[src/rtl/data_mem_bridge_pkg.sv]
// Shared state encoding, access-size codes and byte-lane helpers for the data memory bridge.
package data_mem_bridge_pkg;

  typedef enum logic [1:0] {
    IDLE = 2'd0,
    REQ  = 2'd1,
    RESP = 2'd2,
    DONE = 2'd3
  } state_e;

  // Access size as carried by funct3[1:0]; 2'b11 is handled like a word.
  localparam logic [1:0] SZ_B = 2'b00;
  localparam logic [1:0] SZ_H = 2'b01;
  localparam logic [1:0] SZ_W = 2'b10;

  function automatic logic [3:0] be_of(input logic [1:0] size, input logic [1:0] a);
    logic [3:0] be;
    case (size)
      SZ_B:    be = 4'b0001 << a;
      SZ_H:    be = a[1] ? 4'b1100 : 4'b0011;
      default: be = 4'b1111;
    endcase
    return be;
  endfunction

  function automatic logic [31:0] lane_wdata(input logic [1:0] size, input logic [31:0] d);
    logic [31:0] w;
    case (size)
      SZ_B:    w = {4{d[7:0]}};
      SZ_H:    w = {2{d[15:0]}};
      default: w = d;
    endcase
    return w;
  endfunction

  function automatic logic [1:0] lane_off(input logic [1:0] size, input logic [1:0] a);
    logic [1:0] off;
    case (size)
      SZ_B:    off = a;
      SZ_H:    off = {a[1], 1'b0};
      default: off = 2'b00;
    endcase
    return off;
  endfunction

  function automatic logic misaligned(input logic [1:0] size, input logic [1:0] a);
    logic bad;
    case (size)
      SZ_B:    bad = 1'b0;
      SZ_H:    bad = a[0];
      default: bad = (a != 2'b00);
    endcase
    return bad;
  endfunction

endpackage

[src/rtl/data_mem_bridge_mem_lane_align.sv]
// Combinational byte-lane steering: store byte enables / replicated data on the way out,
// right-justified zero-extended load data on the way back.
module mem_lane_align
  import data_mem_bridge_pkg::*;
(
  input  logic [1:0]  reqSize_i,
  input  logic [1:0]  reqAddr_i,
  input  logic [31:0] reqWdata_i,
  output logic [3:0]  reqBe_o,
  output logic [31:0] reqWdata_o,
  output logic [1:0]  reqOff_o,
  input  logic [1:0]  rspSize_i,
  input  logic [1:0]  rspOff_i,
  input  logic [31:0] rspRdata_i,
  output logic [31:0] rspRdata_o
);

  logic [31:0] shifted;

  always_comb begin
    reqBe_o    = be_of(reqSize_i, reqAddr_i);
    reqWdata_o = lane_wdata(reqSize_i, reqWdata_i);
    reqOff_o   = lane_off(reqSize_i, reqAddr_i);
  end

  // Bring the addressed lane down to bit 0, then clear everything above the access size.
  always_comb begin
    shifted = rspRdata_i >> {rspOff_i, 3'b000};
    case (rspSize_i)
      SZ_B:    rspRdata_o = {24'h000000, shifted[7:0]};
      SZ_H:    rspRdata_o = {16'h0000, shifted[15:0]};
      default: rspRdata_o = shifted;
    endcase
  end

endmodule

[src/rtl/data_mem_bridge.sv]
// Bridges single-cycle CPU load/store strobes onto a valid/ready word bus and stalls the CPU meanwhile.
// Define ALIGN_CHECK_EN to trap misaligned half/word accesses instead of silently aligning them.
module data_mem_bridge
  import data_mem_bridge_pkg::*;
#(
  parameter int ADDR_W         = 30,
  parameter int TIMEOUT_CYCLES = 256
) (
  input  logic              i_clk,
  input  logic              i_rst,
  input  logic              i_load,
  input  logic              i_write,
  input  logic [31:0]       i_addr,
  input  logic [31:0]       i_wdata,
  input  logic [1:0]        i_size,
  output logic              o_stall,
  output logic [31:0]       o_rdata,
  output logic              o_buserr,
  output logic              o_misalign,
  output logic              o_bus_valid,
  input  logic              i_bus_ready,
  output logic              o_bus_we,
  output logic [ADDR_W-1:0] o_bus_addr,
  output logic [3:0]        o_bus_be,
  output logic [31:0]       o_bus_wdata,
  input  logic              i_bus_rvalid,
  input  logic [31:0]       i_bus_rdata
);

  // Wide enough to hold TIMEOUT_CYCLES+1 so a late accept cannot wrap the counter.
  localparam int               CNT_W  = $clog2(TIMEOUT_CYCLES + 2);
  localparam logic [CNT_W-1:0] TO_LIM = CNT_W'(TIMEOUT_CYCLES);

  state_e            state_q, state_d;
  logic [CNT_W-1:0]  cnt_q, cnt_d, cntInc;
  logic [ADDR_W-1:0] busAddr_q, busAddr_d;
  logic              busWe_q, busWe_d;
  logic [3:0]        busBe_q, busBe_d;
  logic [31:0]       busWdata_q, busWdata_d;
  logic [1:0]        rspOff_q, rspOff_d;
  logic [1:0]        rspSize_q, rspSize_d;
  logic [31:0]       rdata_q, rdata_d;
  logic              buserr_q, buserr_d;

  logic              cpuReq;
  logic              timeoutHit;
  logic              badAlign;
  logic [3:0]        reqBe;
  logic [31:0]       reqWdata;
  logic [1:0]        reqOff;
  logic [31:0]       rspWord;

  mem_lane_align u_lane (
    .reqSize_i  (i_size),
    .reqAddr_i  (i_addr[1:0]),
    .reqWdata_i (i_wdata),
    .reqBe_o    (reqBe),
    .reqWdata_o (reqWdata),
    .reqOff_o   (reqOff),
    .rspSize_i  (rspSize_q),
    .rspOff_i   (rspOff_q),
    .rspRdata_i (i_bus_rdata),
    .rspRdata_o (rspWord)
  );

  assign cpuReq     = i_load | i_write;
  assign cntInc     = cnt_q + CNT_W'(1);
  assign timeoutHit = (TIMEOUT_CYCLES != 0) && (cntInc >= TO_LIM);

`ifdef ALIGN_CHECK_EN
  logic misalign_q;

  assign badAlign = misaligned(i_size, i_addr[1:0]);

  always_ff @(posedge i_clk) begin
    if (i_rst) misalign_q <= 1'b0;
    else       misalign_q <= (state_q == IDLE) && cpuReq && badAlign;
  end

  assign o_misalign = misalign_q;
`else
  assign badAlign   = 1'b0;
  assign o_misalign = 1'b0;
`endif

  // Completion (accept / rvalid) takes priority over a timeout landing in the same cycle.
  always_comb begin
    state_d    = state_q;
    cnt_d      = cnt_q;
    busAddr_d  = busAddr_q;
    busWe_d    = busWe_q;
    busBe_d    = busBe_q;
    busWdata_d = busWdata_q;
    rspOff_d   = rspOff_q;
    rspSize_d  = rspSize_q;
    rdata_d    = rdata_q;
    buserr_d   = 1'b0;
    unique case (state_q)
      IDLE: begin
        cnt_d = '0;
        if (cpuReq && badAlign) begin
          state_d = DONE;
          rdata_d = '0;
        end else if (cpuReq) begin
          state_d    = REQ;
          busAddr_d  = i_addr[ADDR_W+1:2];
          busWe_d    = i_write;
          busBe_d    = reqBe;
          busWdata_d = reqWdata;
          rspOff_d   = reqOff;
          rspSize_d  = i_size;
        end
      end
      REQ: begin
        cnt_d = cntInc;
        if (i_bus_ready) begin
          state_d = busWe_q ? DONE : RESP;
        end else if (timeoutHit) begin
          state_d  = DONE;
          buserr_d = 1'b1;
          rdata_d  = '0;
        end
      end
      RESP: begin
        cnt_d = cntInc;
        if (i_bus_rvalid) begin
          state_d = DONE;
          rdata_d = rspWord;
        end else if (timeoutHit) begin
          state_d  = DONE;
          buserr_d = 1'b1;
          rdata_d  = '0;
        end
      end
      DONE: begin
        state_d = IDLE;
      end
    endcase
  end

  always_ff @(posedge i_clk) begin
    if (i_rst) begin
      state_q    <= IDLE;
      cnt_q      <= '0;
      busAddr_q  <= '0;
      busWe_q    <= 1'b0;
      busBe_q    <= 4'b0000;
      busWdata_q <= 32'h0;
      rspOff_q   <= 2'b00;
      rspSize_q  <= 2'b00;
      rdata_q    <= 32'h0;
      buserr_q   <= 1'b0;
    end else begin
      state_q    <= state_d;
      cnt_q      <= cnt_d;
      busAddr_q  <= busAddr_d;
      busWe_q    <= busWe_d;
      busBe_q    <= busBe_d;
      busWdata_q <= busWdata_d;
      rspOff_q   <= rspOff_d;
      rspSize_q  <= rspSize_d;
      rdata_q    <= rdata_d;
      buserr_q   <= buserr_d;
    end
  end

  assign o_stall     = ((state_q == IDLE) && cpuReq) || (state_q == REQ) || (state_q == RESP);
  assign o_bus_valid = (state_q == REQ);
  assign o_bus_we    = busWe_q;
  assign o_bus_addr  = busAddr_q;
  assign o_bus_be    = busBe_q;
  assign o_bus_wdata = busWdata_q;
  assign o_rdata     = rdata_q;
  assign o_buserr    = buserr_q;

endmodule

[config.mk]
export PLATFORM = sky130hd
export DESIGN_NAME = data_mem_bridge
export DESIGN_NICKNAME = d
export VERILOG_FILES = /design/src/rtl/data_mem_bridge_pkg.sv /design/src/rtl/data_mem_bridge_mem_lane_align.sv /design/src/rtl/data_mem_bridge.sv
export SDC_FILE = /design/constraint.sdc
export NUM_CORES = 1
export LEC_CHECK = 0
export BUFFER_PORTS_ARGS = -buffer_cell sky130_fd_sc_hd__buf_2
export CAP_MARGIN = 20
export CORE_AREA = 2 2 113 115
export DETAILED_ROUTE_END_ITERATION = 16
export DIE_AREA = 0 0 115 117
export GPL_TIMING_DRIVEN = 0
export PLACE_DENSITY = 0.75
export SYNTH_ARGS = -nofsm -noshare
export SYNTH_HDL_FRONTEND = slang
export SYNTH_HIERARCHICAL = 1
export SYNTH_SLANG_ARGS = --single-unit
[constraint.sdc]
create_clock -name i_clk -period 1.6 [get_ports i_clk]
set_input_delay 0.32 -clock i_clk [delete_from_list [all_inputs] [get_ports i_clk]]
set_output_delay 0.32 -clock i_clk [all_outputs]
set_load 0.005 [all_outputs]
==> flow_summary_export.csv, run 1 <==
group,metric,value,unit
setup_path,crit_chain,"inv_4 -> ha_4 -> nor2_4 -> nand2_2 -> buf_2",
cts,cts-root-buf,"clkbuf_16",
global_route,antenna_found_initial,1,
setup_path,start_kind,"register",
power_and_ir_drop,irDropWorstVdd,0.761,mV
die,die_area,13500,µm²
job,cap_violations,0,
timing,drv_slew,0,
placed_design,port_buffers,204,
setup_path,critPathKind,"register to primary output",
synth,ys_seq_area_share,43.9,%
synth,synthCells,619,
timing,worst_slew_pin_slew,661,ps
setup_path,cp.arrival,1390,ps
synth,yosys_warnings,6,
run_status,status,"complete, but fails checks",
hold_path,hold_path.class,"input port to register",
timing,skew,7.08,ps
finish,area_delta_synth_final,40.3,%
drt,drc_errors,0,
timing,fmax,0.583,GHz
cts,clk_latency,400,ps
synth,netlist_top_cells_area,"dfxtp_1 (44%), nand2_1 (11%), a21oi_1 (7.8%), a32o_1 (6.1%), a211oi_1 (3.6%)",
die,dieHeight,117,µm
global_route,grt_pass1_vias,5080,
die,coreArea,12300,µm²
drt,via_per_inst,5.18,
cts,tritoncts,"built",
drt,drt-initial-drc-count,360,
setup_path,timing.critical_path.slowest_cell_delay,380,ps
finish,nFillCells,1133,
finish,nets,967,
drt,ant_nets,0,
timing,fin_crit_sh,107,%
die,rows,41,
synth,ys_ff_latch,115,
die,io-pin-count,207,
power_and_ir_drop,power.density,1240,nW/µm²
setup_path,worst_path_max_delay_cell,"dfxtp_4",
cts,clock_sinks,115,
timing,setup_slack,-114,ps
drt,wire_per_inst,15.6,µm
drt,vias,5272,
cts,postCtsHoldBufs,0,
placed_design,place_area,6460,µm²
synth,synth.distinct_cells,44,
placed_design,place.gp.congestion,0.901,
setup_path,worstSetupEndpointType,"primary output",
synth,yosys.area.top_type,"dfxtp_1",
drt,routed_wl,15800,µm
finish,n_antenna_cell,0,
synth,synth_area_per_cell,8.46,µm²
timing,setup_viol,33,
setup_path,crit_fanout,4,
placed_design,pre_cts_ws,-494,ps
power_and_ir_drop,total_leakage_power,3.37,nW
synth,synth_top_cell_area_share,43.9,%
timing,fin_hold_ws,148,ps
cts,clkTransAtPathRegs,50,ps
global_route,grt.total_usage,23.2,%
synth,syn_area,5240,µm²
cts,cts_max_level,4,
global_route,grt_max_degree,18,
timing,rsz0062_at_grt,"true",
global_route,grt-ovfl-total,0,
global_route,grt_pass1_wl,24500,µm
finish,final_util,59.7,%
placed_design,dp.cells,973,
timing,hold_violations,0,
run_status,violations,"negative setup slack",
synth,syn-num-nets,728,
cts,cts_buffer_depth,2,
timing,post-route-min-period,1710,ps
drt,firstDrtPassIters,5,
finish,final_cells,1017,
setup_path,critPathRequiredTime,1280,ps
finish,drive_above_1_share,38.3,%
placed_design,dp_hpwl,11500,µm
die,die_x,115,µm
finish,design_area,7350,µm²
die,start_util,42.6,%
cts,cts_inserted_buffers,17,
timing,relSlewSlack,55.7,%
-- kinds of logic (layout without fill, tap and decap cells) --
family,count (synthesis),after routing,synth area share [%]
compound gates,159,159,19.8
xor+xnor,6,6,1.00
fa+ha+maj,5,5,1.19
buf+inv,60,308,6.42
flops,115,115,43.9
mux,34,34,6.95
other cells,1,1,0.0716
simple gates,239,239,20.6
-- worst paths after layout --
check	to	depth (start not counted)	slack, ps	start
worst max-delay path	o_stall	5	-110	state_q[1]
worst min register to register	o_bus_addr[19]	2	450	o_bus_addr[19]
worst max register to register	o_rdata[3]	8	-110	state_q[1]
worst min-delay path	o_bus_addr[17]	3	150	i_addr[19]
-- flip-flops by register name (all words and copies together) (netlist names) --
name	cells
rspSize_q	2
cnt_q	9
o_bus_be	4
state_q	2
o_bus_addr	30
o_bus_we	1
rspOff_q	2
o_rdata	32
o_buserr	1
o_bus_wdata	32
-- where the power goes --
part           switching [mW]  internal, mW
Combinational            1.22          1.01
Clock                    1.21          2.32
Sequential              0.170          3.17
-- layer usage --
metal	up-vias	track usage, %	wire length, µm
met1	2408	26.5	6640
met3	22	8.39	1250
met4	2	7.87	235
met5	-	0	11
li1	2616	-	-
met2	224	40.2	7710
-- placed cells by master, fill, tap and decap left out, types with 2 or more instances in the layout --
cell       netlist  layout
buf_6            6      20
inv_4            0       2
xor2_1           4       4
clkinv_2         0       5
dfxtp_4          0       2
a21oi_1         82      82
clkbuf_8         0       3
bufinv_16        0       2
a32o_1          32      32
nor2b_1         20      20
xnor2_1          2       2
mux2i_1         17      17
clkbuf_1        30      13
nand2b_1        11      11
or3_1            2       2
and2_1          10       9
ha_4             0       3
o21ai_0         12      12
buf_2            8     214
clkbuf_16        0      17
nor3_1           4       2
nor2_1          22      20
a211oi_1        25      25
dfxtp_1        115     112
nand2_1        156     155
clkbuf_4         0       5
mux2_2          15      15
nor2_4           3       4
buf_4           12      24
nor3_2           0       2
-- worst max-delay path, delay by kind of cell, from the launching register on --
family / cells / cell delay [ps]
DFF: 1 / 380
and+or+nand+nor: 2 / 250
adders and majority gates: 1 / 170
buffers and inverters: 2 / 180
-- timing repair --
action | CTS | global route
setup buffers | 9 | 6
pin swaps | 3 | 38
cloned | 0 | 3
resized for setup | 42 | 50
endpoints found under the setup margin | 112 | 107
-- metrics by stage --
stage | power [mW] | TNS (ps)
2_1_floorplan | 4.49 | 0
3_5_place_dp | 5.28 | -36140
3_3_place_gp | 5.25 | -34580
4_1_cts | 9.04 | -2150
5_1_grt | 9.56 | -4570
6_report | 9.09 | -2930
-- synthesized netlist by cell type (all sizes together) --
library cell and n:
mux2 16, nand2b 11, o21bai 2, a21o 1, nand2 156, nor4 1
and3 1, mux2i 18, clkbuf 30, o21ai 13, a32o 32, nor2 25
a2111oi 1, or3 3, xnor2 2, nand4b 1, a211oi 25, o32a 1
nor2b 20, nor3 4, nor4b 1, and3b 1, a21oi 82, buf 27
inv 3, and2 10, nor3b 1, nand4 2, ha 5, dfxtp 115
nand3 2, conb 1, xor2 4, o211ai 1, a31oi 1
-- final cells by class --
cell class                 instances  area [µm²]  share of cell area [%]
multi-input combinational        444        2700                    36.7
sequential                       115        2310                    31.4
timing repair buffer             222        1180                    16.0
clock buffer                      21         460                    6.26
buffer                            55         410                    5.58
tap                              150         188                    2.55
clock inverter                     7        85.1                    1.16
inverter                           3        16.3                   0.221
Power figures use the tool's default switching activity.
==> run 2: changes to the inputs <==
--- a/config.mk
+++ b/config.mk
@@ -12,6 +12,7 @@
 export DIE_AREA = 0 0 115 117
 export GPL_TIMING_DRIVEN = 0
 export PLACE_DENSITY = 0.75
+export SETUP_SLACK_MARGIN = 0.5
 export SYNTH_ARGS = -nofsm -noshare
 export SYNTH_HDL_FRONTEND = slang
 export SYNTH_HIERARCHICAL = 1
==> run 2 against run 1 <==
Against the previous run: the run still ends with negative setup slack left; via count is 11% higher; combinational power is 77% higher; power is 23% higher; final cell count is 3.9% higher; wire length is 29% higher; non-clock buffer count is 38 higher; clock skew is 2.6 ps lower; worst hold slack worse by 0.58 ps; setup slack worse by 2.0 ps.
==> flow_summary_export.csv, run 2 (synthesis results as in run 1) <==
group,metric,value,unit
run_status,status,"complete, but fails checks",
run_status,violations,"negative setup slack",
timing,drv_slew,0,
global_route,antenna_found_initial,1,
placed_design,place.gp.congestion,0.919,
cts,tritoncts,"built",
timing,fmax,0.583,GHz
setup_path,start_kind,"register",
drt,wire_per_inst,19.4,µm
finish,area_delta_synth_final,76.9,%
timing,post-route-min-period,1720,ps
timing,hold_violations,0,
timing,skew,4.48,ps
power_and_ir_drop,irDropWorstVdd,0.938,mV
drt,drt-initial-drc-count,446,
hold_path,hold_path.class,"input port to register",
cts,cts-root-buf,"clkbuf_16",
global_route,grt_pass1_vias,5358,
timing,setup_slack,-116,ps
hold_path,hold_end,"o_bus_addr[7]",
setup_path,cp.arrival,2040,ps
setup_path,reg2reg_slack,-120,ps
timing,relSlewSlack,48.4,%
cts,clk_latency,400,ps
placed_design,dp.cells,973,
die,dieHeight,117,µm
global_route,grt-ovfl-total,0,
setup_path,critPathKind,"register to register",
finish,mostFrequentLayoutCells,"buf_2 (145), dfxtp_2 (101), buf_6 (89)",
die,rows,41,
setup_path,worstSetupEndpointType,"register",
die,die_area,13500,µm²
drt,drc_errors,0,
drt,ant_nets,0,
timing,worst_slew_pin_slew,774,ps
finish,final_common_cell,"buf_2",
timing,fin_crit_sh,107,%
die,io-pin-count,207,
cts,clock_sinks,115,
placed_design,pre_cts_ws,-308,ps
setup_path,critPathRequiredTime,1930,ps
setup_path,r2r-end,"o_bus_wdata[0]",
cts,cts_buffer_depth,2,
setup_path,worstRegToRegCells,10,
power_and_ir_drop,power.density,1210,nW/µm²
setup_path,reg2reg_from,"state_q[1]",
global_route,grt_pass1_wl,26800,µm
power_and_ir_drop,total_leakage_power,4.09,nW
die,start_util,42.6,%
placed_design,port_buffers,204,
die,coreArea,12300,µm²
cts,clkTransAtPathRegs,60,ps
finish,nets,1005,
finish,drive_above_1_share,67.5,%
setup_path,crit_fanout,7,
timing,fin_hold_ws,148,ps
die,die_x,115,µm
cts,cts_inserted_buffers,17,
placed_design,dp_hpwl,11500,µm
hold_path,hold_path_depth,3,
drt,firstDrtPassIters,5,
hold_path,hp-start,"i_addr[9]",
job,cap_violations,0,
timing,rsz0062_at_grt,"true",
drt,vias,5865,
finish,nFillCells,788,
timing,setup_viol,77,
drt,via_per_inst,5.55,
cts,cts_max_level,4,
global_route,grt_max_degree,17,
finish,final_cells,1057,
drt,routed_wl,20500,µm
global_route,grt.total_usage,25.5,%
## run 2: per-stage QoR
stage / setup TNS [ps] / utilization (%) / cell area [µm²] / power, mW
finish: -5110 / 75.3 / 9270 / 11.2
global route: -10030 / 75.3 / 9270 / 11.6
CTS: -4110 / 66.4 / 8180 / 10.1
detailed placement: -23820 / 53.6 / 6600 / 5.38
global placement: -19350 / 53.6 / 6600 / 5.35
floorplan: 0 / - / 5390 / 4.60
## run 2: per-layer routing
layer	wire length [µm]	vias up	GRT usage (%)
met4	717	0	11.9
met3	1820	59	8.44
met1	7930	2769	29.7
met5	0	-	0
li1	-	2698	-
met2	10000	339	42.7
## run 2: what timing repair did
item,4_1_cts,5_1_grt
pin swaps,19,93
setup buffers,29,15
gates resized for setup,209,241
endpoints found under the setup margin,217,217
gates cloned,9,1
hold buffers,0,0
## run 2: worst max path at each step
stage	cells after the start	end	from	slack, ps
3_5_place_dp	7	o_bus_addr[18]	state_q[0]	-310
6_report	10	o_bus_wdata[0]	state_q[1]	-120
3_3_place_gp	7	o_bus_wdata[14]	state_q[0]	-250
5_1_grt	10	o_bus_wdata[29]	state_q[1]	-170
2_1_floorplan	7	o_rdata[10]	state_q[1]	100
4_1_cts	6	o_stall	state_q[1]	-100
## run 2: report_power, final
group          internal [mW]  total [mW]  switching, mW
logic                   2.00        3.94           1.94
clock network           2.50        3.78           1.29
registers               3.22        3.44          0.222
total                   7.72        11.2           3.45
## run 2: layout make-up
| class | instances | area (µm²) | area share, % |
|---|---|---|---|
| Timing Repair Buffer | 258 | 2000 | 21.6 |
| Antenna cell | 1 | 2.50 | 0.0270 |
| Inverter | 3 | 16.3 | 0.176 |
| Sequential cell | 115 | 2450 | 26.4 |
| Clock buffer | 23 | 468 | 5.05 |
| Tap cell | 150 | 188 | 2.03 |
| Buffer | 57 | 542 | 5.85 |
| Clock inverter | 6 | 105 | 1.13 |
| Multi-Input combinational cell | 444 | 3500 | 37.7 |
## run 2: critical path: stages (launching register included)
cell and delay [ps]:
dfxtp_4 370, inv_4 80, ha_4 160, buf_6 100, buf_6 80, nor2b_4 190, clkbuf_16 200, buf_12 110
clkbuf_16 150, nand2_2 60, a21oi_2 120
